`config.mk`:
```
export PLATFORM = sky130hd
export DESIGN_NAME = bsg_manycore_tile_event_capture
export DESIGN_NICKNAME = d
export VERILOG_FILES = /design/src/rtl/bsg_manycore_tile_event_capture.sv
export SDC_FILE = /design/constraint.sdc
export NUM_CORES = 1
export LEC_CHECK = 0
export BUFFER_PORTS_ARGS = -buffer_cell sky130_fd_sc_hd__buf_2
export CAP_MARGIN = 5
export CORE_UTILIZATION = 55
export CTS_CLUSTER_DIAMETER = 30
export DETAILED_ROUTE_END_ITERATION = 8
export PLACE_DENSITY = 0.85
export SETUP_SLACK_MARGIN = 0.3
export SYNTH_ARGS = -nofsm -noshare
export SYNTH_HDL_FRONTEND = slang
export SYNTH_SLANG_ARGS = --single-unit
```
`constraint.sdc`:
```
create_clock -name clk_i -period 5.1 [get_ports clk_i]
set_input_delay 0.51 -clock clk_i [delete_from_list [all_inputs] [get_ports clk_i]]
set_output_delay 0.51 -clock clk_i [all_outputs]
set_load 0.05 [all_outputs]
```
`src/rtl/bsg_manycore_tile_event_capture.sv`:
```
// Per-tile event recorder: packs link handshakes, xbar write grants and bank
// conflicts into timestamped records held in a circular buffer, drained via valid/yumi.
module bsg_manycore_tile_event_capture #(
  parameter int els_p         = 32,
  parameter int stamp_width_p = 16,
  localparam int ptr_width_lp = $clog2(els_p),
  localparam int rec_width_lp = stamp_width_p + 10
) (
  input  logic                    clk_i,
  input  logic                    reset_i,
  input  logic                    freeze_i,
  input  logic                    arm_i,
  input  logic [8:0]              trig_mask_i,
  input  logic [ptr_width_lp:0]   post_count_i,
  input  logic                    fwd_in_v_i,
  input  logic                    fwd_in_ready_i,
  input  logic                    fwd_out_v_i,
  input  logic                    fwd_out_ready_i,
  input  logic                    rev_in_v_i,
  input  logic                    rev_in_ready_i,
  input  logic                    rev_out_v_i,
  input  logic                    rev_out_ready_i,
  input  logic [2:0]              xbar_v_i,
  input  logic [2:0]              xbar_yumi_i,
  input  logic [2:0]              xbar_we_i,
  output logic                    v_o,
  output logic [rec_width_lp-1:0] data_o,
  input  logic                    yumi_i,
  output logic [ptr_width_lp:0]   count_o,
  output logic [1:0]              state_o,
  output logic [15:0]             drops_o
);

  typedef enum logic [1:0] {
    e_idle    = 2'd0,
    e_armed   = 2'd1,
    e_run     = 2'd2,
    e_stopped = 2'd3
  } state_e;

  state_e                  state_r, state_n;
  logic [8:0]              events;
  logic [stamp_width_p-1:0] stamp_r;
  logic [ptr_width_lp-1:0] wptr_r, rptr_r;
  logic [ptr_width_lp:0]   count_r;
  logic [ptr_width_lp:0]   post_cnt_r, post_cnt_inc;
  logic [15:0]             drops_r;
  logic                    drop_flag_r;
  logic                    capture, full, wr_ok, wr_drop, rd, post_hit;
  logic [rec_width_lp-1:0] mem_r [els_p];

  always_comb begin
    events      = '0;
    events[0]   = fwd_in_v_i  & fwd_in_ready_i;
    events[1]   = fwd_out_v_i & fwd_out_ready_i;
    events[2]   = rev_in_v_i  & rev_in_ready_i;
    events[3]   = rev_out_v_i & rev_out_ready_i;
    events[4]   = xbar_we_i[1] & xbar_yumi_i[1];
    events[5]   = xbar_we_i[2] & xbar_yumi_i[2];
    events[8:6] = xbar_v_i & ~xbar_yumi_i;
  end

  // The trigger cycle in Armed is itself captured, so capture covers both states.
  assign capture = ~freeze_i & (|events)
                 & ((state_r == e_run) | ((state_r == e_armed) & (|(events & trig_mask_i))));
  assign full    = (count_r == (ptr_width_lp+1)'(els_p));
  assign rd      = yumi_i & v_o;
  assign wr_ok   = capture & (~full | rd);
  assign wr_drop = capture & ~wr_ok;

  assign post_cnt_inc = post_cnt_r + 1'b1;
  assign post_hit     = wr_ok & (post_count_i != '0) & (post_cnt_inc == post_count_i);

  always_comb begin
    state_n = state_r;
    unique case (state_r)
      e_idle:    if (arm_i) state_n = e_armed;
      e_armed:   if (capture) state_n = post_hit ? e_stopped : e_run;
      e_run:     if (post_hit) state_n = e_stopped;
      e_stopped: if (arm_i) state_n = e_armed;
      default:   state_n = e_idle;
    endcase
  end

  always_ff @(posedge clk_i or posedge reset_i) begin
    if (reset_i) begin
      state_r     <= e_idle;
      stamp_r     <= '0;
      wptr_r      <= '0;
      rptr_r      <= '0;
      count_r     <= '0;
      post_cnt_r  <= '0;
      drops_r     <= '0;
      drop_flag_r <= 1'b0;
    end else begin
      state_r <= state_n;
      stamp_r <= stamp_r + 1'b1;
      if (wr_ok) wptr_r <= wptr_r + 1'b1;
      if (rd)    rptr_r <= rptr_r + 1'b1;
      case ({wr_ok, rd})
        2'b10:   count_r <= count_r + 1'b1;
        2'b01:   count_r <= count_r - 1'b1;
        default: count_r <= count_r;
      endcase
      if ((state_n == e_armed) && (state_r != e_armed)) post_cnt_r <= '0;
      else if (wr_ok) post_cnt_r <= post_cnt_inc;
      if (wr_ok) drop_flag_r <= 1'b0;
      else if (wr_drop) drop_flag_r <= 1'b1;
      if (wr_drop && (drops_r != '1)) drops_r <= drops_r + 1'b1;
    end
  end

  always_ff @(posedge clk_i) begin
    if (wr_ok) mem_r[wptr_r] <= {stamp_r, drop_flag_r, events};
  end

  assign v_o     = (count_r != '0);
  assign data_o  = mem_r[rptr_r];
  assign count_o = count_r;
  assign state_o = state_r;
  assign drops_o = drops_r;

endmodule
```
# Word-level counts from Yosys, hierarchy flattened
# Memories as Yosys holds them, arrays and structs flattened.
# Cells that the tools add are included.
# W data, S select, Z words.
dict set report classes {
  n_addsub 7
  n_eq_ne 10
  muxes 12
  bitwise_logic 22
  reduce_logical 11
}
# cell count
set ops {}
lappend ops {{$add A16 B1 Y16 const B} 2}
lappend ops {{$reduce_or A9 Y1} 2}
lappend ops {{$ne A16 B16 Y1 const B} 1}
lappend ops {{$and A1 B1 Y1} 14}
lappend ops {{$add A6 B1 Y6 const B} 2}
lappend ops {{$mux W6} 2}
lappend ops {{$pmux W6 S2} 1}
lappend ops {{$reduce_bool A6 Y1} 2}
lappend ops {{$add A5 B1 Y5 const B} 2}
lappend ops {{$and A9 B9 Y9} 1}
lappend ops {{$eq A2 B1 Y1 const B} 3}
lappend ops {{$eq A2 B2 Y1 const B} 3}
lappend ops {{$eq A6 B6 Y1} 1}
lappend ops {{$eq A6 B6 Y1 const B} 1}
lappend ops {{$mux W2} 3}
lappend ops {{$pmux W2 S3} 1}
lappend ops {{$reduce_bool A2 Y1} 3}
lappend ops {{$sub A6 B1 Y6 const B} 1}
lappend ops {{$mux W1} 5}
lappend ops {{$and A3 B3 Y3} 1}
lappend ops {{$not A1 Y1} 3}
lappend ops {{$not A3 Y3} 1}
lappend ops {{$logic_and A1 B1 Y1} 2}
lappend ops {{$logic_not A2 Y1} 1}
lappend ops {{3 further kinds} 4}
dict set report totals {
  reg_bits 57
  mem_bits_rw 832
  input_bits 37
  output_inout_bits 51
  mem_count 1
}
# memory words width read_ports rd_clocked_by_memory_dff wr line
set memory_table {}
lappend memory_table {mem_r 32 26 1 0 1 50} ;# logic [rec_width_lp-1:0] mem_r [els_p];

# Logic depth before layout (Yosys ltp)
# Gate-level depths: netlist of run 1.
dict set report logic_depth {
  ltp_word 16
  depth_mapped 14
  ltp_nobuf 14
}

# Worst setup path after synthesis of run 1
# No wires, ideal clock.
dict set report synth_path {
  kind {input to register}
  start {input port xbar_v_i[2]}
  end {memory mem_r[3][0] in the netlist's numbering (enable)}
  setup_time_ns 0.475
  arrival_time_ns 4.979
  required_ns 4.625
  setup_slack_ns -0.354
  path_stages 7
  cell_sequence {nor2b_1 > nor4_1 > a31o_2 > nor3_1 > buf_2 > nand2_1 > nor4_1}
}
dict set report synth_via {
  elab_chain_len 9
}
# element line
set synth_lines {}
lappend synth_lines {{start, declared} 23} ;# input logic [2:0] xbar_v_i,
lappend synth_lines {{$and A3 B3 Y3 (*)} 60} ;# events[8:6] = xbar_v_i & ~xbar_yumi_i;
lappend synth_lines {{$and A9 B9 Y9} 65} ;# & ((state_r == e_run) | ((state_r == e_armed) & (|(events & trig_mask_i))));
lappend synth_lines {{$reduce_or A9 Y1} 65}
lappend synth_lines {{$and A1 B1 Y1} 65}
lappend synth_lines {{$or A1 B1 Y1} 65}
lappend synth_lines {{$and A1 B1 Y1 (*)} 65}
lappend synth_lines {{$and A1 B1 Y1 (*)} 68} ;# assign wr_ok = capture & (~full | rd);
lappend synth_lines {{$mux W1 (*)} 114} ;# if (wr_ok) mem_r[wptr_r] <= {stamp_r, drop_flag_r, events};
lappend synth_lines {{$mux W1 (implied by the code) (*)} 114}
lappend synth_lines {{end, declared} 50}
# Mark *: on every way between the ends. The rest lies on a longest branch, timed or not.

# Final worst setup path of run 1
dict set report layout_path {
  start {register state_r[0] (netlist: state_o[0])}
  end {memory mem_r[15][14] in the netlist's numbering (enable)}
}
dict set report layout_via {
  elab_chain_len 7
}
# element line
set layout_lines {}
lappend layout_lines {{start, declared} 41} ;# state_e state_r, state_n;
lappend layout_lines {{start signal, assigned} 87} ;# state_r <= e_idle;
lappend layout_lines {{start signal, assigned} 96} ;# state_r <= state_n;
lappend layout_lines {{$eq A2 B1 Y1} 65}
lappend layout_lines {{$and A1 B1 Y1} 65}
lappend layout_lines {{$or A1 B1 Y1 (*)} 65}
lappend layout_lines {{$and A1 B1 Y1 (*)} 65}
lappend layout_lines {{$and A1 B1 Y1 (*)} 68}
lappend layout_lines {{$mux W1 (*)} 114}
lappend layout_lines {{$mux W1 (implied by the code) (*)} 114}
# Marks and branches as above.

==> flow_metrics.py, run 1 <==
metrics = {
    "yosys": {
        "yosysTopAreaCellShare_pct": 71.93,
        "ys_ff_latch": 889,
        "syn_area_per_cell_sq_um": 22.82,
        "ys_dominant_reg_cell": "edfxtp_1",
        "ys_types": 50,
        "synth_common_cells": "832 x edfxtp_1, 260 x mux4_2, 57 x dfrtp_1",
        "yosys_warnings": 0,
        "syn_nets": 1574,
        "syn_area_sq_mm": 0.03473,
        "yosysMostFrequentCell": "edfxtp_1",
        "synth_edf_count": 832,
        "yosysSeqAreaShare_pct": 76.03,
        "synth_area_leaders": "edfxtp_1 72%, mux4_2 17%, dfrtp_1 4.1%, xnor2_1 1.2%, mux2_2 0.88%",
        "synth_top_cell_by_area": "edfxtp_1",
        "async_reset_ff_share_pct": 6.412,
        "synth_cells": 1522,
    },
    "power": {
        "power_w": 0.02377,
        "p_leak_nw": 14.11,
        "powerDensity_mw_per_mm2": 575.5,
        "peakVddDrop_v": 0.0005379,
    },
    "grt": {
        "gr-total-overflow": 0,
        "grt_max_degree": 58,
        "grt_pass1_wl_mm": 129.9,
        "antenna_found_initial": 1,
        "grt_pass1_vias": 18980,
        "grt_usage_pct": 29.22,
    },
    "floorplan": {
        "initial_core_util_pct": 55.98,
        "ios": 88,
        "core_area_sq_mm": 0.06205,
        "die_h_um": 253.3,
        "die_width_um": 253.3,
        "dieArea_sq_mm": 0.06416,
        "placement_rows": 91,
    },
    "drt": {
        "drc": 0,
        "routedWlPerCell_um": 33.38,
        "vias": 17820,
        "viasPerCell": 6.635,
        "wl_mm": 89.66,
        "dr.pass1.iters": 5,
        "initialDrtViolationCount": 2402,
        "drtAntennaViolNets": 0,
    },
    "layout": {
        "syn_to_final_growth_pct": 18.90,
        "fin_nets": 1789,
        "fin_util_pct": 66.56,
        "layout-drive-gt1-share_pct": 38.13,
        "layoutNonFillerInstCount": 2686,
        "antennaDiodeCount": 0,
        "fillCellCount": 3603,
    },
    "placed_design": {
        "gp_congestion": 0.8103,
        "dp_cells": 2435,
        "pre_cts_slack_ns": 0.4918,
        "numPortBuffers": 86,
        "dp_hpwl_mm": 43.35,
    },
    "worst_setup_path": {
        "reg2reg_to": "mem_r[15][14]",
        "criticalPathCategory": "register to register",
        "crit_chain": "inv_1 > ha_1 > nor2_1 > or2_0 > a31o_2 > nor3_4 > nand4_1 > nor2_4 > buf_4",
        "worst_path_max_delay_cell": "nor2_4",
        "worstPathRequired_ns": 5.47,
        "worstPathArrival_ns": 4.74,
        "worstRegToRegCells": 9,
        "r2r-start": "state_o[0]",
        "startpoint_type": "register",
        "cp-end-kind": "register",
        "ff2ff_setup_slack_ns": 0.74,
        "critPathMaxFanout": 22,
        "cpPeakStageDelay_ns": 0.58,
    },
    "clocking": {
        "postCtsSetupBuffers": 0,
        "clk-insertion-delay-late_ns": 0.72,
        "cts_resized": 0,
        "holdBufCountCts": 0,
        "htree_levels": 4,
        "cts_made_buffers": 136,
        "cts.path.max_buffers": 3,
        "cts_sinks": 889,
        "root_buffer": "clkbuf_16",
        "cts_tree": "done",
        "path_clk_slew_ns": 0.05,
    },
    "sta": {
        "rsz0062_at_grt": "false",
        "max_clock_freq_mhz": 229.1,
        "worst_pin_slew_ns": 1.260,
        "hold_viol": 0,
        "skew_ns": 0.03473,
        "fin_crit_sh_pct": 85.59,
        "setup_slack_ns": 0.7351,
        "fin_crit_ns": 4.365,
        "slew_headroom_pct": 15.98,
        "finalSetupTns_ns": 0,
        "setup_viol": 0,
        "maxSlewViolCount": 0,
    },
    "status": {
        "outcome": "completed",
    },
    "hold_path": {
        "worst_hold_path_type": "input pin to async pin",
    },
    "flow_run": {
        "maxCapViolCount": 0,
    },
}
## metal layers
| metal | wire, um | up-vias | global-route usage [%] |
|---|---|---|---|
| li1 | - | 6911 | - |
| met1 | 31280 | 9266 | 37.37 |
| met2 | 44700 | 1387 | 47.51 |
| met3 | 9998 | 256 | 7.288 |
| met4 | 3664 | 2 | 13.42 |
| met5 | 16 | - | 0 |
## worst max path at each step
stage / startpoint / cells after the start / slack, ns / endpoint
global placement: xbar_yumi_i[1] / 8 / 0.92 / mem_r[15][18]
CTS: state_o[0] / 9 / 0.56 / mem_r[15][13]
floorplan: xbar_v_i[2] / 7 / 0.34 / mem_r[14][0]
global route: state_o[0] / 9 / 0.59 / mem_r[15][13]
finish: state_o[0] / 9 / 0.74 / mem_r[15][14]
detailed placement: xbar_yumi_i[1] / 8 / 0.49 / mem_r[15][18]
## worst max-delay path, delay by kind of cell (launching register included)
kind,cells,cell delay (ns)
AO/OA/AOI/OAI,1,0.43
adder cells (fa/ha/maj),1,0.48
buffers and inverters,2,0.52
flip-flops,1,0.43
AND/OR/NAND/NOR,5,2.13
## cell type report
type,count,area (sq um),area share (%)
Sequential cell,889,26420,63.98
Timing Repair Buffer,150,1018,2.466
Tap cell,837,1047,2.536
Inverter,11,41.29,0.09997
Clock inverter,90,994.7,2.408
Clock buffer,160,3630,8.789
Multi-Input combinational cell,549,8147,19.72
## stage by stage
stage / hold WS (ns) / cell area [sq um]
after detailed placement: 0.4894 / 36660
after global routing: 0.09642 / 41300
final: 0.01825 / 41300
after global placement: 0.4821 / 36660
after floorplan: 0.5276 / 34760
after CTS: 0.02813 / 41280
## cell families (layout without fill, tap and decap cells)
kind of cell             after synthesis  count (layout)  synth area share [%]
flip-flops                           889             889                 76.03
multiplexers                         293             293                 17.92
AND/OR/NAND/NOR                      157             157                 2.478
buffers and inverters                 84             411                 1.034
XOR/XNOR                              53              53                 1.336
AO/OA/AOI/OAI                         31              31                0.6340
adder cells (fa/ha/maj)               15              15                0.5619
## cells in the final DEF (no fill, tap or decap), types with 8 or more instances in the layout
cell and n:
inv_6 16, nand3_1 17, nor2_4 9, ha_1 14, inv_1 10, buf_2 86, clkbuf_1 16, buf_4 55
clkinvlp_4 14, clkbuf_16 141, edfxtp_1 832, nand4_1 17, clkinv_2 17, clkinv_1 13, mux2_2 27, nor2_1 23
dfrtp_1 53, mux4_2 260, and2_1 9, and3_1 11, and3_2 16, clkinv_4 9, bufinv_16 15, xnor2_1 46
nand2_1 20, buf_12 8
## sequential cells by signal, indices dropped and copies added (netlist names)
register     flops
mem_r          832
rptr_r           5
count_o          6
drop_flag_r      1
stamp_r         16
state_o          2
drops_o         16
wptr_r           5
post_cnt_r       6
## power breakdown
part	switching (W)	internal [W]	total [W]
Sequential	0.000579	0.00822	0.00880
Combinational	0.00320	0.00236	0.00557
Clock	0.00349	0.00591	0.00940
Total	0.00727	0.0165	0.0238
Note: power is estimated with default switching activity, not from simulation.
==> run 2: changes to the inputs <==
--- a/config.mk
+++ b/config.mk
@@ -5,7 +5,7 @@
 export SDC_FILE = /design/constraint.sdc
 export NUM_CORES = 1
 export LEC_CHECK = 0
-export BUFFER_PORTS_ARGS = -buffer_cell sky130_fd_sc_hd__buf_2
+export BUFFER_PORTS_ARGS = -buffer_cell sky130_fd_sc_hd__buf_4
 export CAP_MARGIN = 5
 export CORE_UTILIZATION = 55
 export CTS_CLUSTER_DIAMETER = 30
==> flow_metrics.py, run 2 (synthesized netlist as in run 1, its figures left out) <==
metrics = {
    "status": {
        "outcome": "completed",
    },
    "clocking": {
        "holdBufCountCts": 0,
        "path_clk_slew_ns": 0.06,
        "cts_tree": "done",
        "cts_sinks": 889,
        "htree_levels": 4,
        "postCtsSetupBuffers": 0,
        "cts_made_buffers": 133,
        "root_buffer": "clkbuf_16",
        "clk-insertion-delay-late_ns": 0.72,
        "cts_resized": 0,
        "cts.path.max_buffers": 3,
    },
    "sta": {
        "skew_ns": 0.03735,
        "hold_viol": 0,
        "fin_crit_sh_pct": 84.80,
        "max_clock_freq_mhz": 231.2,
        "rsz0062_at_grt": "false",
        "slew_headroom_pct": 16.37,
        "maxSlewViolCount": 0,
        "worst_pin_slew_ns": 1.255,
        "finalSetupTns_ns": 0,
        "fin_crit_ns": 4.325,
        "setup_viol": 0,
    },
    "floorplan": {
        "core_area_sq_mm": 0.06205,
        "ios": 88,
        "die_width_um": 253.3,
        "placement_rows": 91,
        "die_h_um": 253.3,
        "dieArea_sq_mm": 0.06416,
        "initial_core_util_pct": 55.98,
    },
    "placed_design": {
        "numPortBuffers": 86,
        "dp_hpwl_mm": 45.24,
        "gp_congestion": 0.7934,
    },
    "layout": {
        "fin_util_pct": 66.69,
        "mostFrequentLayoutCells": "832 x edfxtp_1, 260 x mux4_2, 148 x buf_4",
        "fin_nets": 1793,
        "largest_reg_flops": 832,
        "antennaDiodeCount": 0,
        "syn_to_final_growth_pct": 19.14,
        "final_common_cell": "edfxtp_1",
        "largest_register": "mem_r",
        "layout-drive-gt1-share_pct": 38.43,
    },
    "flow_run": {
        "maxCapViolCount": 0,
    },
    "grt": {
        "grt_usage_pct": 28.87,
        "grt_max_degree": 69,
        "gr-total-overflow": 0,
        "grt_pass1_wl_mm": 127.8,
        "grt_pass1_vias": 18760,
        "antenna_found_initial": 2,
    },
    "drt": {
        "vias": 17840,
        "initialDrtViolationCount": 2278,
        "wl_mm": 89.30,
        "routedWlPerCell_um": 33.23,
        "drtAntennaViolNets": 0,
        "viasPerCell": 6.640,
        "dr.pass1.iters": 5,
        "drc": 0,
    },
    "worst_setup_path": {
        "startpoint_type": "register",
        "criticalPathCategory": "register to primary output",
        "crit_chain": "buf_4 > mux4_2 > mux4_2 > mux2_2 > buf_4",
        "reg2reg_to": "count_o[5]",
        "cp-end-kind": "primary output",
        "ff2ff_setup_slack_ns": 1.02,
        "cpPeakStageDelay_ns": 0.91,
        "r2r-start": "state_o[0]",
        "worstRegToRegCells": 14,
        "worst_path_max_delay_cell": "dfrtp_4",
        "startpoint": "rptr_r[1]",
        "worstPathRequired_ns": 4.59,
        "critPathMaxFanout": 44,
        "worstPathArrival_ns": 3.81,
    },
    "power": {
        "powerDensity_mw_per_mm2": 567.8,
        "peakVddDrop_v": 0.0005990,
        "p_leak_nw": 14.13,
        "power_w": 0.02350,
    },
    "hold_path": {
        "worst_hold_path_type": "input pin to async pin",
    },
}
[run 2: worst max-delay path: cells and delay by family (launching register included)]
kind / cells / cell delay (ns)
flops: 1 / 0.91
buf+inv: 2 / 0.81
mux: 3 / 1.33
[run 2: final cells by class]
type / count / area [sq um]
Clock buffer: 151 / 3500
Clock inverter: 93 / 940.9
Fill cell: 3612 / 20670
Inverter: 11 / 41.29
Multi-Input combinational cell: 549 / 8140
Sequential cell: 889 / 26420
Tap cell: 837 / 1047
Timing Repair Buffer: 157 / 1291
[run 2: power breakdown]
| part | leakage (nW) | internal (W) | switching [W] |
|---|---|---|---|
| Combinational | 3.30 | 0.00249 | 0.00321 |
| Clock | 2.17 | 0.00556 | 0.00343 |
| Sequential | 8.67 | 0.00822 | 0.000581 |
| Total | 14.1 | 0.0163 | 0.00723 |
[run 2: stage by stage]
step	cells	setup WS (ns)	cell area, sq um	hold WS [ns]
after global routing	2687	0.6836	41380	0.1027
final	2687	0.7752	41380	0.05404
after detailed placement	2443	1.092	36940	0.4931
after global placement	2443	1.168	36940	0.4837
after CTS	2687	0.7414	41380	0.04178
after floorplan	1522	0.3386	34760	0.5276
[run 2: how the worst max path moves through the flow]
stage	to	slack [ns]
6_report	data_o[13]	0.78
5_1_grt	data_o[3]	0.68
4_1_cts	data_o[0]	0.74
3_5_place_dp	mem_r[26][25]	1.09
3_3_place_gp	count_o[5]	1.17
2_1_floorplan	mem_r[14][0]	0.34
[run 2: routing by layer]
metal | track usage (%) | vias up | share of wire [%]
li1 | - | 6922 | -
met1 | 36.89 | 9268 | 35
met2 | 47.74 | 1393 | 51
met3 | 5.911 | 257 | 11
met4 | 13.71 | 2 | 4.2
met5 | 0 | - | 0.010
